--- src/rtl/arb_stream_buffer.sv ---
// arb_stream_buffer: elastic FIFO between the arbiter write port and the downstream data FIFO
module arb_stream_buffer #(
  parameter int DEPTH_LOG2    = 4,
  parameter int ALMOST_MARGIN = 4,
  parameter int LOST_WIDTH    = 8
) (
  input  logic                  BUS_CLK,
  input  logic                  BUS_RST,
  input  logic                  ARB_WRITE_IN,
  input  logic [31:0]           ARB_DATA_IN,
  output logic                  ARB_READY_OUT,
  input  logic                  FIFO_FULL,
  output logic                  OUT_WRITE,
  output logic [31:0]           OUT_DATA,
  output logic                  ALMOST_FULL,
  output logic [DEPTH_LOG2:0]   FILL_COUNT,
  output logic [31:0]           WORD_CNT,
  output logic [LOST_WIDTH-1:0] LOST_CNT,
  input  logic                  CLR_CNT
);
  localparam int DEPTH = 2 ** DEPTH_LOG2;
  localparam int PW = DEPTH_LOG2 + 1;
  logic [31:0] mem [DEPTH];
  logic [PW-1:0] wr_ptr, rd_ptr, fill_next;
  logic full, empty, wr_en, rd_en, drop;
  logic [31:0] word_cnt;
  logic [LOST_WIDTH-1:0] lost_cnt;
  always_comb begin
    full = (wr_ptr ^ rd_ptr) == {1'b1, {DEPTH_LOG2{1'b0}}};
    empty = wr_ptr == rd_ptr;
    wr_en = ARB_WRITE_IN & ~full;
    drop = ARB_WRITE_IN & full;
    rd_en = ~empty & ~FIFO_FULL;
    fill_next = wr_ptr + PW'(wr_en) - rd_ptr - PW'(rd_en);
  end
  assign ARB_READY_OUT = ~full;
  assign FILL_COUNT = wr_ptr - rd_ptr;
  assign WORD_CNT = word_cnt;
  assign LOST_CNT = lost_cnt;
  always_ff @(posedge BUS_CLK)
    if (wr_en) mem[wr_ptr[DEPTH_LOG2-1:0]] <= ARB_DATA_IN;
  always_ff @(posedge BUS_CLK) begin
    if (BUS_RST) begin
      wr_ptr <= '0;
      rd_ptr <= '0;
      OUT_WRITE <= 1'b0;
      OUT_DATA <= '0;
      ALMOST_FULL <= 1'b0;
      word_cnt <= '0;
      lost_cnt <= '0;
    end else begin
      wr_ptr <= wr_ptr + PW'(wr_en);
      rd_ptr <= rd_ptr + PW'(rd_en);
      OUT_WRITE <= rd_en;
      if (rd_en) OUT_DATA <= mem[rd_ptr[DEPTH_LOG2-1:0]];
      ALMOST_FULL <= fill_next >= PW'(DEPTH - ALMOST_MARGIN);
      word_cnt <= CLR_CNT ? '0 : word_cnt + 32'(rd_en);
      lost_cnt <= CLR_CNT ? '0 : lost_cnt + LOST_WIDTH'(drop & ~&lost_cnt);
    end
  end
endmodule

--- config.mk ---
export PLATFORM = sky130hd
export DESIGN_NAME = arb_stream_buffer
export DESIGN_NICKNAME = d
export VERILOG_FILES = /design/src/rtl/arb_stream_buffer.sv
export SDC_FILE = /design/constraint.sdc
export NUM_CORES = 1
export LEC_CHECK = 0
export ABC_AREA = 1
export BUFFER_PORTS_ARGS = -buffer_cell sky130_fd_sc_hd__buf_2
export CORE_AREA = 4 4 198 200
export DETAILED_ROUTE_END_ITERATION = 7
export DIE_AREA = 0 0 202 204
export GPL_TIMING_DRIVEN = 0
export PLACE_DENSITY = 0.84
export SYNTH_ARGS = -nofsm -noshare
export SYNTH_HDL_FRONTEND = slang
export SYNTH_SLANG_ARGS = --single-unit
--- constraint.sdc ---
create_clock -name BUS_CLK -period 9 [get_ports BUS_CLK]
set_input_delay 1.35 -clock BUS_CLK [delete_from_list [all_inputs] [get_ports BUS_CLK]]
set_output_delay 1.35 -clock BUS_CLK [all_outputs]
set_load 0.01 [all_outputs]
; After elaboration in Yosys (flattened, before gate mapping)
; Memories as Yosys holds them, arrays and structs flattened. A register that Yosys moved wholly into a read port is not among the register bits.
; Index checks and enable logic that the tools add are counted.
[totals]
mem_bits_rw = 512
register_bits = 52
output_inout_bits = 80
elab_cells = 30
n_memories = 1
in_bits = 37
[op_classes]
bitwise_logic = 8
eq_ne = 2
n_mux = 2
add_sub_neg = 7
reduce_logical = 3
magnitude_cmp = 1
[memory_table]
columns = name, depth, width, read_ports, rd_ports_with_merged_regs, wr, line
row1 = mem, 16, 32, 1, 1, 1, 23  ; logic [31:0] mem [DEPTH];
[ops]
columns = operator, n
row1 = adder 32 x 1 -> 32 bit, 1
row2 = adder 5 x 1 -> 5 bit, 2
row3 = subtractor 5 bit, 2
row4 = adder 8 x 1 -> 8 bit, 1
row5 = AND reduction 8 bit, 1
row6 = == test 5 bit, 1
row7 = "== test 5 bit, second input constant", 1
row8 = "greater-or-equal comparator 5 x 4 -> 1 bit, second input constant", 1
row9 = subtractor 5 x 1 -> 5 bit, 1
row10 = XOR 5 bit, 1
row11 = bitwise AND 1 bit, 4
row12 = inverter 1 bit, 3
row13 = two-way mux 1 bit, 2
row14 = OR reduction 2 bit, 1
row15 = logical NOT 1 bit, 1

; Depth between registers and ports, before layout
[depth]
depth_word = 8
mapped_depth = 20
mapped_depth_nobuf = 18

; Worst setup path before layout
; OpenSTA, ideal clock, no wires.
[synth_timing]
kind = input port to flip-flop
from = input ARB_WRITE_IN
to = memory mem[0][0] (enable)
t_arrival_ps = 3197
path_slack_ps = 5382
required_time_ps = 8579
path_stages = 4
n_path_buf = 0
setup_ps = 421
cell_sequence = inv_1 a21oi_1 nand3_1 nor2_1
[synth_between]
elab_chain_cells = 3
[synth_lines]
columns = element, line
row1 = start: declaration, 9  ; input logic ARB_WRITE_IN,
row2 = bitwise AND 1 bit, 31  ; wr_en = ARB_WRITE_IN & ~full;
row3 = two-way mux 1 bit, 41  ; if (wr_en) mem[wr_ptr[DEPTH_LOG2-1:0]] <= ARB_DATA_IN;
row4 = two-way mux 1 bit (not written as such), 41
row5 = end: declaration, 23
; Every way passes these cells.

; Worst setup path in the final report
[layout_timing]
from = register rd_ptr[1]
to = register ALMOST_FULL
[layout_between]
word_cells_on_any_way = 11
classes_between = 3 x add/sub / 1 x order compare / 2 x eq/ne / 5 x bitwise
[layout_rtl]
columns = element, line
row1 = start: declaration, 24  ; logic [PW-1:0] wr_ptr, rd_ptr, fill_next;
row2 = start signal: assignment, 53  ; rd_ptr <= rd_ptr + PW'(rd_en);
row3 = == test 5 bit, 30  ; empty = wr_ptr == rd_ptr;
row4 = inverter 1 bit, 33  ; rd_en = ~empty & ~FIFO_FULL;
row5 = bitwise AND 1 bit, 33
row6 = via rd_en, 25  ; logic full, empty, wr_en, rd_en, drop;
row7 = subtractor 5 x 1 -> 5 bit, 34  ; fill_next = wr_ptr + PW'(wr_en) - rd_ptr - PW'(rd_en);
row8 = greater-or-equal comparator 5 x 4 -> 1 bit, 56  ; ALMOST_FULL <= fill_next >= PW'(DEPTH - ALMOST_MARGIN);
row9 = end signal: assignment, 56
row10 = end: declaration, 15  ; output logic ALMOST_FULL,
; The timed path passes the listed nets, and every way through them passes these cells.
; A chain may end at the register's enable or synchronous reset.

==> flow_metrics.py <==
metrics = {
    "setup_path": {
        "worst_ep_required_time_ps": 9510,
        "criticalPathCategory": "reg -> reg",
        "worst-endpoint-arrival_ps": 5350,
        "end_kind": "register",
        "worst_setup_path_start_kind": "register",
        "r2r-start": "rd_ptr[1]",
        "path_max_fanout": 12,
        "cp-startpoint": "rd_ptr[1]",
    },
    "floorplanning": {
        "floorplan.core_area_um2": 37400,
        "start_util_pct": 64.1,
        "core.rowCount": 71,
        "num_io_pins": 117,
        "dieHeight_um": 204,
        "overall_die_area_um2": 41200,
        "die_width_um": 202,
    },
    "timing": {
        "maxClockFrequency_mhz": 207,
        "finalSetupViolations": 0,
        "tns_ps": 0,
        "slew_headroom_pct": 38.6,
        "grt_setup_unrepaired": "no",
        "postLayoutSetupSlackWorst_ps": 4160,
        "timing.clock.skew_ps": 17.4,
        "min_period_over_period_pct": 53.8,
        "report.final.hold_viol_count": 0,
        "fin_crit_ps": 4840,
        "final-max-slew-violation-count": 0,
        "timing_worst_slew_pin_value_ps": 921,
    },
    "final_layout": {
        "combined_area_of_the_multi_input_logic_cells_um2": 6210,
        "layout.filler_cells": 2214,
        "stdcell_area_um2": 27600,
        "final-seq-area_um2": 17100,
        "final_layout_size_suffix_gt1_share_pct": 12.9,
        "layout.nets": 2319,
        "syn2layout_area_growth_pct": 15.1,
    },
    "run_status": {
        "run_status": "completed",
    },
    "placement": {
        "place_ws_ps": 4350,
        "number_of_port_buffers": 115,
        "gp_routability_congestion": 0.895,
        "place_area_um2": 25700,
        "hpwl_um": 43800,
    },
    "global_routing": {
        "global_route_wire_length_before_repair_um": 102000,
        "pin_count_of_the_biggest_net_entering_global_routing": 26,
        "first_global_vias": 17601,
        "aggregate_global_route_resource_usage_pct": 32.7,
        "grt.overflow.total": 0,
        "grt_antenna_before_repair": 1,
    },
    "run": {
        "maxCapViolations": 0,
    },
    "clock_tree": {
        "clock_h_tree_levels": 2,
        "cts-buffers-inserted": 56,
        "clock_sink_count": 596,
        "clkLatencyLatePin_ps": 620,
        "cts_resized": 0,
        "clk_pin_slew_ps": 70,
        "post_cts_setup_buffer_count": 0,
        "cts-hold-fix-buffers": 0,
        "clk_root_buffer_cell": "sky130_fd_sc_hd__clkbuf_16",
        "cts_buffer_depth": 3,
        "cts_tree": "done",
    },
    "route": {
        "m1WireLength_um": 23800,
        "viasPerCell": 6.43,
        "top_layer": "met4",
        "drt-total-wl_um": 69300,
        "wl_met3_um": 9140,
        "detailroute.via_count": 18143,
        "iteration_0_drc_markers": 2816,
        "drt-wirelength-per-cell_um": 24.5,
        "drt_pre_antenna_iters": 7,
        "wl_met2_um": 32500,
        "route.detailed.drc": 0,
        "ant_nets": 0,
    },
    "pwr": {
        "ir_worst_vdd_mv": 0.180,
        "power_density_nw_per_um2": 241,
        "net-switching-power_mw": 1.88,
        "internal_power_mw": 4.77,
        "switching_share_pct": 28.3,
        "clk_pwr_share_pct": 36.5,
        "seq_power_share_pct": 46.7,
        "leakagePower_nw": 9.64,
        "comb_power_share_pct": 16.9,
    },
    "synthesis": {
        "synthesis.area_per_instance_um2": 11.6,
        "syn_area_um2": 24000,
        "syn_nets": 2130,
        "seq_area_frac_synth_pct": 71.1,
        "post_synth_num_cell_types": 33,
        "postSynthCellCount": 2074,
        "synth.yosys.warnings": 0,
        "yosys_register_bits": 596,
    },
    "min_path": {
        "worst_hold_path_type": "reg -> reg",
        "worstHoldStart": "WORD_CNT[29]",
    },
}
[sequential cells by signal (all words and copies together), names as in the netlist]
register     cells
ALMOST_FULL      1
LOST_CNT         8
OUT_DATA        32
OUT_WRITE        1
WORD_CNT        32
mem            512
rd_ptr           5
wr_ptr           5
[cells by family (layout without fill, tap and decap cells)]
| kind of cell | Yosys count | in the layout | share of synthesized area [%] |
|---|---|---|---|
| compound gates | 411 | 411 | 9.29 |
| flops | 596 | 596 | 71.1 |
| other cells | 0 | 1 | 0 |
| buf+inv | 179 | 416 | 3.46 |
| fa+ha+maj | 19 | 19 | 1.09 |
| simple gates | 858 | 858 | 14.6 |
| xor+xnor | 11 | 11 | 0.402 |
[Yosys cell counts, drive strengths merged]
library cell,count,area share [%]
nor2,410,6.4
clkinv,3,0.047
a21oi,94,2.0
inv,63,0.99
nor3,17,0.35
xor2,6,0.22
o21ai,250,5.2
o31ai,1,0.031
edfxtp,512,64
clkbuf,48,0.75
nand3b,4,0.13
ha,16,0.83
nand4,9,0.23
xnor2,5,0.18
dfxtp,84,7.0
or2,2,0.052
o21a,2,0.063
buf,65,1.7
nand3,160,3.4
and3,2,0.052
fa,3,0.25
o211ai,64,2.0
nor4,1,0.026
nand2,253,4.0
[path summary, 6_finish.rpt]
kind / slack, ps / endpoint / cells past startpoint
worst max-delay path: 4160 / ALMOST_FULL / 19
worst min-delay path: 470 / WORD_CNT[29] / 2
worst max register to register: 4160 / ALMOST_FULL / 19
worst min register to register: 470 / WORD_CNT[29] / 2
[cell usage in the layout, fill, tap and decap left out, types with 3 or more instances in the layout]
cell type and instances:
sky130_fd_sc_hd__fa_1 3, sky130_fd_sc_hd__buf_6 13, sky130_fd_sc_hd__nor3_1 17, sky130_fd_sc_hd__bufinv_16 5, sky130_fd_sc_hd__buf_2 148, sky130_fd_sc_hd__ha_1 16
sky130_fd_sc_hd__nand3_1 158, sky130_fd_sc_hd__o21ai_0 239, sky130_fd_sc_hd__nor2_1 392, sky130_fd_sc_hd__nand3b_1 4, sky130_fd_sc_hd__o211ai_1 64, sky130_fd_sc_hd__inv_2 4
sky130_fd_sc_hd__clkinv_1 7, sky130_fd_sc_hd__xnor2_1 5, sky130_fd_sc_hd__clkbuf_16 58, sky130_fd_sc_hd__nand2_1 252, sky130_fd_sc_hd__buf_4 5, sky130_fd_sc_hd__inv_1 59
sky130_fd_sc_hd__clkinv_2 12, sky130_fd_sc_hd__buf_16 9, sky130_fd_sc_hd__nand4_1 9, sky130_fd_sc_hd__a21oi_1 93, sky130_fd_sc_hd__o21ai_1 11, sky130_fd_sc_hd__dfxtp_1 84
sky130_fd_sc_hd__nor2_4 16, sky130_fd_sc_hd__xor2_1 6, sky130_fd_sc_hd__edfxtp_1 512, sky130_fd_sc_hd__clkbuf_1 61, sky130_fd_sc_hd__clkinvlp_4 5, sky130_fd_sc_hd__clkbuf_8 8
sky130_fd_sc_hd__buf_1 14, sky130_fd_sc_hd__buf_12 7
[critical path, stage by stage (launching register included)]
cell and delay [ps]:
sky130_fd_sc_hd__dfxtp_1 360, sky130_fd_sc_hd__buf_2 190, sky130_fd_sc_hd__inv_2 180, sky130_fd_sc_hd__clkbuf_1 720, sky130_fd_sc_hd__ha_1 370, sky130_fd_sc_hd__nand2_1 80, sky130_fd_sc_hd__nor2_1 80, sky130_fd_sc_hd__a21oi_2 270
sky130_fd_sc_hd__buf_4 250, sky130_fd_sc_hd__buf_2 360, sky130_fd_sc_hd__inv_1 160, sky130_fd_sc_hd__fa_1 470, sky130_fd_sc_hd__fa_1 450, sky130_fd_sc_hd__nor2_1 110, sky130_fd_sc_hd__nand2_1 80, sky130_fd_sc_hd__or2_2 270
sky130_fd_sc_hd__nand3_1 90, sky130_fd_sc_hd__nand3_1 120, sky130_fd_sc_hd__nand2_1 80, sky130_fd_sc_hd__inv_1 40
[power groups by stage]
stage               logic (mW)  clock network (mW)  registers, mW
finish                    1.12                2.42           3.10
floorplan                0.606                   0           3.17
global route              1.19                2.53           3.10
detailed placement        1.06                   0           3.16
global placement          1.00                   0           3.16
CTS                       1.09                2.41           3.10
[per-layer routing]
metal / vias to the layer above / GRT usage [%]
met5: - / 0
met3: 304 / 6.85
met4: 0 / 17.5
li1: 7726 / -
met2: 1583 / 52.8
met1: 8530 / 42.1
[layout make-up]
cell class	instances	share of cell area [%]
flip-flops and latches	596	61.8
multi-input cells	1299	22.5
clock buffers	79	5.84
repair buffers	131	3.49
well taps	511	2.32
plain buffers	113	2.11
clock inverters	27	1.01
inverters	66	0.898
diodes	1	0.00907
[metrics by stage]
step | hold WS, ps | power, mW | util [%] | cells
3_5_place_dp | 463 | 4.22 | 68.7 | 2716
6_report | 470 | 6.65 | 73.8 | 2823
5_1_grt | 500 | 6.83 | 73.8 | 2823
3_3_place_gp | 459 | 4.16 | 67.4 | 2700
2_1_floorplan | 469 | 3.77 | - | 2074
4_1_cts | 472 | 6.59 | 73.8 | 2822
Power figures use the tool's default switching activity.
